$ cat src/rtl/parking_pkg.sv
`default_nettype none
// ============================================================================
//  Module      : parking_pkg
//  Description : Shared lane state encoding, default timing constants and
//                counter sizing helper for the parking gate controller.
//  Revision    : 1.0 - initial release
// ============================================================================
package parking_pkg;

    localparam int DEFAULT_DEBOUNCE_CYCLES  = 4;
    localparam int DEFAULT_GATE_MOVE_CYCLES = 8;
    localparam int DEFAULT_PASS_TIMEOUT     = 64;

    typedef enum logic [2:0] {
        LANE_IDLE    = 3'd0,
        LANE_OPENING = 3'd1,
        LANE_OPEN    = 3'd2,
        LANE_PASSING = 3'd3,
        LANE_CLOSING = 3'd4
    } lane_state_t;

    // Width able to hold (max(a, b) - 1); both counters count down/up to N-1.
    function automatic int cnt_width(input int a, input int b);
        int m;
        m = (a > b) ? a : b;
        return (m < 2) ? 1 : $clog2(m);
    endfunction

    localparam int DEFAULT_CNT_W = cnt_width(DEFAULT_GATE_MOVE_CYCLES, DEFAULT_PASS_TIMEOUT);

endpackage
`default_nettype wire

$ cat src/rtl/gate_lane.sv
`default_nettype none
// ============================================================================
//  Module      : gate_lane
//  Description : One barrier lane: debounces the arrival and pass loops and
//                sequences the barrier through open / pass / close, emitting
//                a one-cycle done strobe for every completed passage.
//  Revision    : 1.0 - initial release
// ============================================================================
module gate_lane
    import parking_pkg::*;
#(
    parameter int DEBOUNCE_CYCLES  = DEFAULT_DEBOUNCE_CYCLES,
    parameter int GATE_MOVE_CYCLES = DEFAULT_GATE_MOVE_CYCLES,
    parameter int PASS_TIMEOUT     = DEFAULT_PASS_TIMEOUT
) (
    input  logic        clk,
    input  logic        reset,
    input  logic        arrive_raw,
    input  logic        pass_raw,
    input  logic        allow,
    output logic        gate_open,
    output logic        done,
    output logic        arrive_db,
    output lane_state_t state
);

    localparam int CNT_W = cnt_width(GATE_MOVE_CYCLES, PASS_TIMEOUT);
    localparam int DB_W  = $clog2(DEBOUNCE_CYCLES + 1);

    localparam logic [CNT_W-1:0] MOVE_LOAD = CNT_W'(GATE_MOVE_CYCLES - 1);
    localparam logic [CNT_W-1:0] TMO_LAST  = CNT_W'(PASS_TIMEOUT - 1);
    localparam logic [DB_W-1:0]  DB_LAST   = DB_W'(DEBOUNCE_CYCLES - 1);

    logic [1:0]       raw_vec;
    logic [1:0]       db_vec;
    logic             pass_db;
    logic             pass_prev;
    logic [CNT_W-1:0] cnt;

    assign raw_vec   = {pass_raw, arrive_raw};
    assign arrive_db = db_vec[0];
    assign pass_db   = db_vec[1];

    // Bit 0 debounces the arrival loop, bit 1 the pass loop.
    generate
        for (genvar g = 0; g < 2; g++) begin : g_deb
            logic            db_q;
            logic [DB_W-1:0] db_cnt;

            // Adopt the raw value only after DEBOUNCE_CYCLES consecutive mismatching samples.
            always_ff @(posedge clk) begin
                if (reset) begin
                    db_q   <= 1'b0;
                    db_cnt <= '0;
                end else if (raw_vec[g] != db_q) begin
                    if (db_cnt == DB_LAST) begin
                        db_q   <= raw_vec[g];
                        db_cnt <= '0;
                    end else begin
                        db_cnt <= db_cnt + 1'b1;
                    end
                end else begin
                    db_cnt <= '0;
                end
            end

            assign db_vec[g] = db_q;
        end
    endgenerate

    // Barrier sequencer with registered gate command and done strobe.
    always_ff @(posedge clk) begin
        if (reset) begin
            state     <= LANE_IDLE;
            cnt       <= '0;
            gate_open <= 1'b0;
            done      <= 1'b0;
            pass_prev <= 1'b0;
        end else begin
            done      <= 1'b0;
            pass_prev <= pass_db;
            case (state)
                LANE_IDLE: begin
                    // allow is only consulted here; later changes never abort a lane.
                    if (arrive_db && allow) begin
                        state     <= LANE_OPENING;
                        cnt       <= MOVE_LOAD;
                        gate_open <= 1'b1;
                    end
                end
                LANE_OPENING: begin
                    if (cnt == '0) begin
                        state <= LANE_OPEN;
                    end else begin
                        cnt <= cnt - 1'b1;
                    end
                end
                LANE_OPEN: begin
                    // Only a fresh rise counts, so a loop already occupied
                    // while the barrier was moving does not register a pass.
                    if (pass_db && !pass_prev) begin
                        state <= LANE_PASSING;
                    end else if (arrive_db) begin
                        cnt <= '0;
                    end else if (cnt == TMO_LAST) begin
                        state     <= LANE_CLOSING;
                        cnt       <= MOVE_LOAD;
                        gate_open <= 1'b0;
                    end else begin
                        cnt <= cnt + 1'b1;
                    end
                end
                LANE_PASSING: begin
                    if (!pass_db) begin
                        state     <= LANE_CLOSING;
                        cnt       <= MOVE_LOAD;
                        gate_open <= 1'b0;
                        done      <= 1'b1;
                    end
                end
                LANE_CLOSING: begin
                    if (cnt == '0) begin
                        state <= LANE_IDLE;
                    end else begin
                        cnt <= cnt - 1'b1;
                    end
                end
                default: begin
                    state     <= LANE_IDLE;
                    cnt       <= '0;
                    gate_open <= 1'b0;
                end
            endcase
        end
    end

endmodule
`default_nettype wire

$ cat src/rtl/parking_gate_controller.sv
`default_nettype none
// ============================================================================
//  Module      : parking_gate_controller
//  Description : Entry/exit gate front end. Two barrier lanes, the FULL lamp,
//                and the car_enter / car_leave pulse generation with
//                same-cycle collision arbitration.
//  Revision    : 1.0 - initial release
// ============================================================================
module parking_gate_controller
    import parking_pkg::*;
#(
    parameter int DEBOUNCE_CYCLES  = DEFAULT_DEBOUNCE_CYCLES,
    parameter int GATE_MOVE_CYCLES = DEFAULT_GATE_MOVE_CYCLES,
    parameter int PASS_TIMEOUT     = DEFAULT_PASS_TIMEOUT
) (
    input  logic clk,
    input  logic reset,
    input  logic entry_arrive_raw,
    input  logic entry_pass_raw,
    input  logic exit_arrive_raw,
    input  logic exit_pass_raw,
    input  logic parking_full,
    output logic car_enter,
    output logic car_leave,
    output logic entry_gate_open,
    output logic exit_gate_open,
    output logic entry_denied
);

    logic        entry_done;
    logic        exit_done;
    logic        entry_arrive_db;
    logic        exit_arrive_db;
    lane_state_t entry_state;
    lane_state_t exit_state;
    logic        leave_pending;
    logic        unused_exit;

    gate_lane #(
        .DEBOUNCE_CYCLES  (DEBOUNCE_CYCLES),
        .GATE_MOVE_CYCLES (GATE_MOVE_CYCLES),
        .PASS_TIMEOUT     (PASS_TIMEOUT)
    ) u_entry_lane (
        .clk        (clk),
        .reset      (reset),
        .arrive_raw (entry_arrive_raw),
        .pass_raw   (entry_pass_raw),
        .allow      (!parking_full),
        .gate_open  (entry_gate_open),
        .done       (entry_done),
        .arrive_db  (entry_arrive_db),
        .state      (entry_state)
    );

    gate_lane #(
        .DEBOUNCE_CYCLES  (DEBOUNCE_CYCLES),
        .GATE_MOVE_CYCLES (GATE_MOVE_CYCLES),
        .PASS_TIMEOUT     (PASS_TIMEOUT)
    ) u_exit_lane (
        .clk        (clk),
        .reset      (reset),
        .arrive_raw (exit_arrive_raw),
        .pass_raw   (exit_pass_raw),
        .allow      (1'b1),
        .gate_open  (exit_gate_open),
        .done       (exit_done),
        .arrive_db  (exit_arrive_db),
        .state      (exit_state)
    );

    // The exit lane never refuses, so its status outputs have no consumer.
    assign unused_exit = ^{exit_state, exit_arrive_db};

    // FULL lamp: a waiting car is being refused at the entry.
    always_ff @(posedge clk) begin
        if (reset) begin
            entry_denied <= 1'b0;
        end else begin
            entry_denied <= (entry_state == LANE_IDLE) && entry_arrive_db && parking_full;
        end
    end

    // Pulse registers; a simultaneous leave is deferred one cycle so the
    // two pulses are never high together.
    always_ff @(posedge clk) begin
        if (reset) begin
            car_enter     <= 1'b0;
            car_leave     <= 1'b0;
            leave_pending <= 1'b0;
        end else begin
            car_enter     <= entry_done;
            car_leave     <= leave_pending | (exit_done & ~entry_done);
            leave_pending <= exit_done & entry_done;
        end
    end

endmodule
`default_nettype wire

$ cat config.mk
export PLATFORM = sky130hd
export DESIGN_NAME = parking_gate_controller
export DESIGN_NICKNAME = d
export VERILOG_FILES = /design/src/rtl/parking_pkg.sv /design/src/rtl/gate_lane.sv /design/src/rtl/parking_gate_controller.sv
export SDC_FILE = /design/constraint.sdc
export NUM_CORES = 1
export LEC_CHECK = 0
export ABC_AREA = 1
export BUFFER_PORTS_ARGS = -buffer_cell sky130_fd_sc_hd__buf_2
export CORE_MARGIN = 2
export CORE_UTILIZATION = 29
export DETAILED_ROUTE_END_ITERATION = 6
export HOLD_SLACK_MARGIN = 0.03
export PLACE_DENSITY = 0.45
export SLEW_MARGIN = 20
export SYNTH_ARGS = -nofsm -noshare
export SYNTH_HDL_FRONTEND = slang
export SYNTH_HIERARCHICAL = 1
export SYNTH_SLANG_ARGS = --single-unit
$ cat constraint.sdc
create_clock -name clk -period 3.7 [get_ports clk]
set_input_delay 0.185 -clock clk [delete_from_list [all_inputs] [get_ports clk]]
set_output_delay 0.185 -clock clk [all_outputs]
set_load 0.05 [all_outputs]
---- After elaboration in Yosys (flattened, before gate mapping) ----
Cells that the tools add are included.
storage, ports and cells
  memories ................................ 0
  input port bits ......................... 7
  bits in latches ......................... 0
  output and inout port bits .............. 5
  register bits after elaboration ......... 44
  word-level logic and storage cells ...... 154
  memory bits (writable) .................. 0
  memory bits (read-only) ................. 0
cells by class
  reduce and logical (&&, ||, !) cells .... 30
  add/subtract/negate cells ............... 8
  magnitude comparators ................... 0
  equality and inequality tests ........... 38
  shift operators ......................... 0
  bitwise logic cells ..................... 12
  $mul .................................... 0
  muxes and demuxes ....................... 44
  div/mod/pow operators ................... 0
operators with widths
  kind                                              number
  2-to-1 mux 6 bit                                  12
  case mux 6 bit (4 select lines)                   2
  2-to-1 mux 3 bit                                  14
  case mux 3 bit (5 select lines)                   2
  == test 3 x 2 -> 1 bit, second input constant     8
  AND reduction 6 bit                               4
  != test 2 x 1 -> 1 bit, second input constant     8
  != test 2 bit, second input constant              8
  adder 3 x 1 -> 3 bit, second input constant       4
  adder 6 x 1 -> 6 bit, second input constant       2
  == test 6 bit, second input constant              2
  zero test 6 bit                                   2
  2-to-1 mux 1 bit                                  12
  OR reduction 3 bit                                4
  subtractor 6 x 1 -> 6 bit, second input constant  2
  inverter 1 bit                                    9
  case mux 1 bit (4 select lines)                   2
  AND reduction 2 bit                               4
  AND reduction 4 bit                               2
  OR reduction 2 bit                                4
  == test 3 x 1 -> 1 bit, second input constant     2
  == test 3 bit, second input constant              2
  zero test 3 bit                                   2
  != test 3 x 1 -> 1 bit, second input constant     2
  6 further kinds                                   17

---- Longest topological paths before layout ----
Gate-level depths: netlist of the first run.
  word-level depth ........................ 5
  depth in mapped cells ................... 9
  depth with buffers taken out ............ 9

---- Hierarchy ----
Netlist of the first run, hierarchy kept.
modules (own cells, without submodules)
  module                     cells each  sequential area each (um^2)  area an instance (um^2)  times used
  gate_lane at u_entry_lane  189         400.4                        1,268.7                  1
  gate_lane at u_exit_lane   191         400.4                        1,257.5                  1
  parking_gate_controller    20          80.1                         143.9                    1

---- Least setup slack after synthesis of the first run ----
OpenSTA, ideal clock, no wires.
  path kind ............................... reg-to-reg
  start ................................... register u_entry_lane.cnt[0]
  end ..................................... register u_entry_lane.state[1]
  path slack .............................. 2.301 ns
  clock period less this slack ............ 1.399 ns
  buffers on the path ..................... 0
  library setup time ...................... 0.115 ns
  data required time ...................... 3.585 ns
  cell stages (with the launch flop) ...... 10
  arrival ................................. 1.284 ns
  path through ............................ dfxtp_1 -> inv_1 -> ha_1 -> nand2_2 -> nor2_2 -> nand2_1 -> a21oi_4 -> nand3_1 -> nand2_1 -> nor2_1
between the ends
  word-level cells in the longest chain between the ends .. 3
  elaborated cells between the ends (all ways) .. 6
  those cells by class .................... eq/ne (4); reduce/logical (2)
ends and longest elaborated chain
  element                                                                     line                                                 RTL
  start: declaration                                                          gate_lane.sv:38                                      logic [CNT_W-1:0] cnt;
  start signal: assignment                                                    gate_lane.sv:95                                      cnt <= cnt - 1'b1;
  start signal: assignment                                                    gate_lane.sv:110                                     cnt <= cnt + 1'b1;
  start signal: assignment                                                    gate_lane.sv:125                                     cnt <= cnt - 1'b1;
  == test 6 bit or zero test 6 bit (tied branches)                            gate_lane.sv:105, gate_lane.sv:92, gate_lane.sv:122
  != test 3 x 1 -> 1 bit (no line) or != test 2 x 1 -> 1 bit (tied branches)  -
  AND reduction 6 bit (no line) (*)                                           -
  end signal: assignment                                                      gate_lane.sv:102                                     state <= LANE_PASSING;
  end signal: assignment                                                      gate_lane.sv:106                                     state <= LANE_CLOSING;
  end signal: assignment                                                      gate_lane.sv:115                                     state <= LANE_CLOSING;
  end: declaration                                                            gate_lane.sv:24                                      output lane_state_t state
Mark *: on every way between the ends. The rest lies on a longest branch, timed or not.
A chain may end at the register's enable or synchronous reset.

---- Final worst setup path of the first run ----
  start ................................... register u_exit_lane.cnt[1]
  end ..................................... register u_exit_lane.state[2]
between the ends
  word-level cells in the longest chain between the ends .. 3
  elaborated cells between the ends (all ways) .. 6
  those cells by class .................... eq/ne (4); reduce/logical (2)
ends and longest elaborated chain
  element                                                                     line
  start: declaration                                                          gate_lane.sv:38
  start signal: assignment                                                    gate_lane.sv:95
  start signal: assignment                                                    gate_lane.sv:110
  start signal: assignment                                                    gate_lane.sv:125
  == test 6 bit or zero test 6 bit (tied branches)                            gate_lane.sv:105, gate_lane.sv:92, gate_lane.sv:122
  != test 3 x 1 -> 1 bit (no line) or != test 2 x 1 -> 1 bit (tied branches)  -
  AND reduction 6 bit (no line) (*)                                           -
  end signal: assignment                                                      gate_lane.sv:102
  end signal: assignment                                                      gate_lane.sv:106
  end signal: assignment                                                      gate_lane.sv:115
  end: declaration                                                            gate_lane.sv:24
Marks and branches as above.

==> summary.md, run 1 <==
| Metric | Value |
|---|---|
| Fill count | 1,006 |
| Synth Register Bits | 44 |
| Setup ws final | 1.955 ns |
| Clk buf depth | 2 |
| Worst slack at placement | 1.972 ns |
| Fin util | 0.3234 |
| Slew Limit Fails | 0 |
| Synthesis-to-layout area growth | 9.794% |
| # diodes | 0 |
| Die width | 99.96 µm |
| Vias in the first global route | 2,227 |
| Final setup viols | 0 |
| CP Cell Sequence | ha_1, nand3_1, nor2_1, a21oi_1, nand2_1, nand3_1, nand2_1, nor2_1 |
| Drc violations | 0 |
| WP buf/inv | 0 |
| Nets | 429 |
| Register area share after synthesis | 0.3299 |
| Worst Path Required | 3.89 ns |
| Hold Path Class | in -> reg |
| Largest net degree at the start of global routing | 25 |
| Worst path max stage delay | 0.45 ns |
| Post-synth EDFFs | 0 |
| WS Path Type | reg -> reg |
| Slowest cell on the critical path | dfxtp_1 |
| Worst setup EP type | flop |
| Cell with the most instances after synthesis | nand2_1 |
| DR vias | 2,391 |
| Die Ht | 99.96 µm |
| Slew headroom | 0.6509 |
| Core Rows | 35 |
| Clock Skews | 0.008949 ns |
| Port Buffer Count | 11 |
| Routed WL per cell | 11.08 µm |
| Total power | 2.137 mW |
| CP Launch Type | flop |
| Peak supply drop | 0.0002557 V |
| Crit path max fanout | 6 |
| Gr usage total | 0.1261 |
| Status | completed |
| Cell Pwr Density | 728.9 nW/µm² |
| Syn Inst Count | 400 |
| Num CTS Buffers | 5 |
| CP arrival | 1.94 ns |
| CTS resizes | 0 |
| Clk_lat worst skew | 0.30 ns |
| Yosys top cell by area | dfxtp_1 |
| FF+latch area | 880.8 µm² |
| Worst Max-Slew Pin Slew | 0.5236 ns |
| Post-DP HPWL | 4.285 mm |
| Multi-input gate area | 1506 µm² |
| DR iter-0 viols | 66 |
| Commonest cells in the netlist | nand2_1 (97), inv_1 (52), nor2_1 (52) |
| Vias per Instance | 4.598 |
| Syn nets | 420 |
| ANT nets after route | 0 |
| Clock period minus worst slack | 1.745 ns |
| Final WL | 5.763 mm |
| Async SR Flop Fraction | 0 |
| Antenna violations before repair | 0 |
| Ys flop type | dfxtp_1 |
| Setup Buffers After CTS | 0 |
| Max Clock Freq | 572.9 MHz |
| Hold buffer count at CTS | 0 |
| Top delay family on crit path | simple AND/OR/NAND/NOR gates |
| Core area | 9065 µm² |
| CTS tree | done |
| Placed cell areas | 2803 µm² |
| Final Wtd Congestion | 0.8099 |
| Clock-pin transition on the worst setup and hold timing paths | 0.08 ns |
| H-tree levels | 2 |
| Yosys top cell area share | 0.3299 |
| Cell area after layout | 2932 µm² |
| Area contributors post-synth | dfxtp_1 (33%), nand2_1 (14%), inv_1 (7.3%) |
| Leakage Power | 1.273 nW |
| Max cap viols | 0 |
| Grt total ovfl | 0 |
| Post-route clock period utilization | 0.4717 |
| Syn Area/Cell | 6.675 µm² |
| DRT Pass-1 Iters | 4 |
| RSZ-0062 raised after global routing | false |
| Root Driver | clkbuf_8 |
| Layout cell share with drive strength beyond 1 | 0.1345 |
| Count of cell types in the netlist | 30 |
| Total Neg Setup Slack | 0 ns |
| Post-Syn Area | 2670 µm² |
| Die area | 9991 µm² |
| Wire length of the first global-routing pass | 10.27 mm |
| Initial Util | 0.2945 |
| YS warnings | 6 |
| Final hold violations | 0 |
| Clk sinks | 44 |
| I/O Pins | 12 |
per-stage QoR:
stage                     hold WS (ns)  instances
after floorplan                 0.2541        400
after global placement          0.4082        513
after detailed placement        0.4125        513
after CTS                       0.1282        520
after global routing            0.1375        520
final                           0.1371        520
layout by cell type (no fill, tap or decap), drive strengths merged:
cell,count
a21oi,34
buf,11
bufinv,2
clkbuf,5
conb,1
dfxtp,44
ha,13
inv,59
nand2,104
nand3,38
nand4,8
nor2,63
nor3,2
o211ai,4
o21ai,15
o21bai,2
o31ai,2
xnor2,2
registers in the layout (all words and copies together), names as in the netlist:
signal / cells
u_exit_lane/gate_open: 1
car_leave: 1
u_exit_lane/cnt: 6
u_entry_lane/g_deb.db_q: 1
u_exit_lane/pass_prev: 1
u_exit_lane/arrive_db: 1
u_exit_lane/done: 1
u_exit_lane/state: 3
u_entry_lane/pass_prev: 1
u_entry_lane/cnt: 6
u_entry_lane/done: 1
u_exit_lane/g_deb.db_cnt: 6
car_enter: 1
leave_pending: 1
u_entry_lane/arrive_db: 1
u_entry_lane/state: 3
u_entry_lane/gate_open: 1
entry_denied: 1
u_exit_lane/g_deb.db_q: 1
u_entry_lane/g_deb.db_cnt: 6
routing by layer:
metal	part of all wire	global-route usage	vias to the layer above	routed length [µm]
met3	0.022	0.02089	8	124
met4	0.0099	0.02845	0	57
met2	0.47	0.2183	23	2711
met1	0.50	0.1652	1074	2869
li1	-	-	1286	-
met5	0	0	-	0
power by group:
| part | total (mW) | switching, mW | leakage [nW] | internal, mW |
|---|---|---|---|---|
| combinational | 1.02 | 0.665 | 0.849 | 0.354 |
| clock | 0.435 | 0.169 | 0.0642 | 0.266 |
| sequential | 0.683 | 0.128 | 0.359 | 0.555 |
kinds of logic after synthesis:
| family | Yosys count | share of synthesized area |
|---|---|---|
| adder cells (fa/ha/maj) | 13 | 0.06092 |
| buffers and inverters | 68 | 0.1059 |
| AO/OA/AOI/OAI | 57 | 0.1270 |
| AND/OR/NAND/NOR | 215 | 0.3683 |
| other | 1 | 0.001404 |
| flip-flops | 44 | 0.3299 |
| XOR/XNOR | 2 | 0.006562 |
layout make-up:
cell class                      instances  share of cell area
Clock inverter                          2             0.02049
Inverter                               59             0.07554
Multi-Input combinational cell        288              0.5139
Timing Repair Buffer                   11             0.01878
Tap cell                              111             0.04738
Sequential cell                        44              0.3005
Clock buffer                            5             0.02347
path summary, 6_finish.rpt:
kind,from,endpoint,slack [ns],depth (start not counted)
setup / recovery,u_exit_lane/cnt[1]$_SDFFE_PP0P_,u_exit_lane/state[2]$_SDFFE_PP0P_,1.95,8
hold / removal,parking_full,entry_denied$_SDFF_PP0_,0.14,3
setup reg to reg,u_exit_lane/cnt[1]$_SDFFE_PP0P_,u_exit_lane/state[2]$_SDFFE_PP0P_,1.95,8
hold reg to reg,u_entry_lane/g_deb[1].db_cnt[0]$_SDFF_PP0_,u_entry_lane/g_deb[1].db_cnt[0]$_SDFF_PP0_,0.43,1
worst register-to-register path, cell delays in order (launching register included):
cell and delay (ns):
dfxtp_1 0.45, ha_1 0.27, nand3_1 0.12, nor2_1 0.31
a21oi_1 0.12, nand2_1 0.17, nand3_1 0.10, nand2_1 0.07
nor2_1 0.04
(Power assumes the default switching activity.)
==> inputs of run 2 (changes only) <==
==> constraint.sdc (replaced) <==
create_clock -name clk -period 1.7 [get_ports clk]
set_input_delay 0.085 -clock clk [delete_from_list [all_inputs] [get_ports clk]]
set_output_delay 0.085 -clock clk [all_outputs]
set_load 0.05 [all_outputs]
==> run 2 against run 1 <==
Against the previous run:
- combinational power grew 120%
- maximum frequency grew 14%
- clock-buffer cell count grew 1
- sequential power grew 120%
- total power grew 120%
- critical path type unchanged
- highest routed layer unchanged
==> summary.md, run 2 (synthesized netlist as in run 1, its figures left out) <==
| Metric | Value |
|---|---|
| Clock period minus worst slack | 1.531 ns (-0.2144 ns) |
| Post-route clock period utilization | 0.9006 (+0.4288) |
| Worst setup EP type | flop |
| Final WL | 5.754 mm (-0.16%) |
| H-tree levels | 2 (unchanged) |
| CP Launch Type | flop |
| Top delay family on crit path | simple AND/OR/NAND/NOR gates |
| Antenna violations before repair | 0 (unchanged) |
| R2r startpoint | u_exit_lane/cnt[0]$_SDFFE_PP0P_ |
| Multi-input gate area | 1509 µm² (+0.17%) |
| RSZ-0062 raised after global routing | false |
| CP Cell Sequence | ha_1, nand3_1, nor2_2, a21oi_1, nand2_1, nand3_1, nand2_1, nor2_1 |
| Max cap viols | 0 (unchanged) |
| Layout cell share with drive strength beyond 1 | 0.1535 (+0.01900) |
| Hold depth | 2 (-1) |
| Worst path max stage delay | 0.41 ns (-0.04 ns) |
| WP buf/inv | 0 (unchanged) |
| Drc violations | 0 (unchanged) |
| Crit path max fanout | 6 (unchanged) |
| Max Used Layer | met4 |
| Vias in the first global route | 2,197 (-1.3%) |
| Post-DP HPWL | 4.335 mm (+1.2%) |
| Nets | 436 (+1.6%) |
| Fill count | 980 (-2.6%) |
| CTS tree | done |
| Status | completed |
| DRT Pass-1 Iters | 5 (+1) |
| Root Driver | clkbuf_8 |
| Hold path startpoint | reset |
| Reg2reg end | u_exit_lane/state[1]$_SDFFE_PP0P_ |
| Die Ht | 99.96 µm (unchanged) |
| Most common cell after layout, fill and taps aside | nand2_1 |
| Core Rows | 35 (unchanged) |
| ANT nets after route | 0 (unchanged) |
| Clock Skews | 0.008669 ns (-0.0002800 ns) |
| Num CTS Buffers | 5 (unchanged) |
| CP arrival | 1.72 ns (-0.22 ns) |
| I/O Pins | 12 (unchanged) |
| Clk_lat worst skew | 0.30 ns (about the same) |
| Hold endpoint | u_entry_lane/cnt[5]$_SDFFE_PP0P_ |
| Core area | 9065 µm² (unchanged) |
| Vias per Instance | 4.553 (-0.98%) |
| Fin util | 0.3295 (+0.006074) |
| Wire length of the first global-routing pass | 10.14 mm (-1.2%) |
| Hold Path Class | in -> reg |
| Worst Path Required | 1.89 ns (-2.00 ns) |
| Clock-pin transition on the worst setup and hold timing paths | 0.09 ns (about the same) |
| Initial Util | 0.2945 (unchanged) |
| Routed WL per cell | 10.90 µm (-1.7%) |
| Final setup viols | 0 (unchanged) |
| Wl on met1 | 2.950 mm (+2.8%) |
| Port Buffer Count | 11 (unchanged) |
| Largest net degree at the start of global routing | 20 (-20%) |
| Grt total ovfl | 0 (unchanged) |
| DR iter-0 viols | 90 (+36%) |
| Slowest cell on the critical path | dfxtp_1 |
| Clk buf depth | 2 (unchanged) |
| DR vias | 2,404 (+0.54%) |
| Peak supply drop | 0.0004350 V (+70%) |
| Register-to-Register Path Depth | 8 (unchanged) |
| Synthesis-to-layout area growth | 11.86% |
| Met3 wire length | 166 µm (+34%) |
| Die area | 9991 µm² (unchanged) |
| Gr usage total | 0.1253 (-0.0008059) |
| Cell Pwr Density | 1553 nW/µm² (+110%) |
| Met2 wire len | 2.583 mm (-4.7%) |
| Total Neg Setup Slack | 0 ns (unchanged) |
| FF+latch area | 883.3 µm² (+0.28%) |
| Leakage Power | 1.303 nW (+2.4%) |
| Flop2flop setup slack | 0.17 ns (-1.79 ns) |
| Die width | 99.96 µm (unchanged) |
| CP startpoint | u_exit_lane/cnt[0]$_SDFFE_PP0P_ |
| Most frequent cells in the layout | nand2_1 (97), inv_1 (52), nor2_1 (51), dfxtp_1 (42), nand3_1 (34) |
| Clk sinks | 44 (unchanged) |
| Final Wtd Congestion | 0.9119 (+13%) |
| WS Path Type | reg -> reg |
| Max Clock Freq | 653.2 MHz (+14%) |
| Slew Limit Fails | 0 (unchanged) |
| Final hold violations | 0 (unchanged) |
| # diodes | 0 (unchanged) |
## run 2: worst max-delay path by stage
stage | endpoint | slack, ns | cells after the start
final | u_exit_lane/state[1]$_SDFFE_PP0P_ | 0.17 | 8
after detailed placement | u_exit_lane/state[0]$_SDFFE_PP0P_ | 0.14 | 8
after global routing | u_entry_lane/state[2]$_SDFFE_PP0P_ | 0.01 | 8
after global placement | u_exit_lane/state[0]$_SDFFE_PP0P_ | 0.21 | 8
after floorplan | u_entry_lane/state[1]$_SDFFE_PP0P_ | 0.30 | 9
after CTS | u_exit_lane/state[1]$_SDFFE_PP0P_ | 0.12 | 8
## run 2: area by class of cell
cell class                 instances  share of cell area
inverter                          59             0.07415
sequential                        44              0.2958
timing repair buffer              18             0.03770
clock buffer                       6             0.02765
tap                              111             0.04650
clock inverter                     2             0.01299
multi-input combinational        288              0.5052
## run 2: power breakdown
part / switching (mW) / internal [mW] / total [mW]
sequential: 0.274 / 1.21 / 1.48
clock: 0.379 / 0.481 / 0.860
combinational: 1.49 / 0.802 / 2.29
## run 2: timing repair
| action | in CTS | in global routing |
|---|---|---|
| hold endpoints to repair | 2 | 0 |
| endpoints found under the setup margin | 0 | 6 |
| resized for setup | 0 | 3 |
| setup buffers | 0 | 0 |
| hold buffers | 2 | 0 |
## run 2: stage by stage
stage               power [mW]  area [µm²]  hold slack, ns  setup WS (ns)  std cells
global placement         3.786        2840          0.3395         0.2113        518
global route             5.081        2987         0.04062        0.01098        528
floorplan                3.344        2670          0.1541         0.3005        400
CTS                      4.692        2982         0.03132         0.1228        528
finish                   4.637        2987         0.03759         0.1690        528
detailed placement       3.795        2840          0.3455         0.1426        518
## run 2: routing by layer
| layer | global-route usage | up-vias |
|---|---|---|
| met5 | 0 | - |
| met4 | 0.03477 | 0 |
| met3 | 0.02298 | 4 |
| met2 | 0.1980 | 26 |
| met1 | 0.1754 | 1069 |
| li1 | - | 1305 |
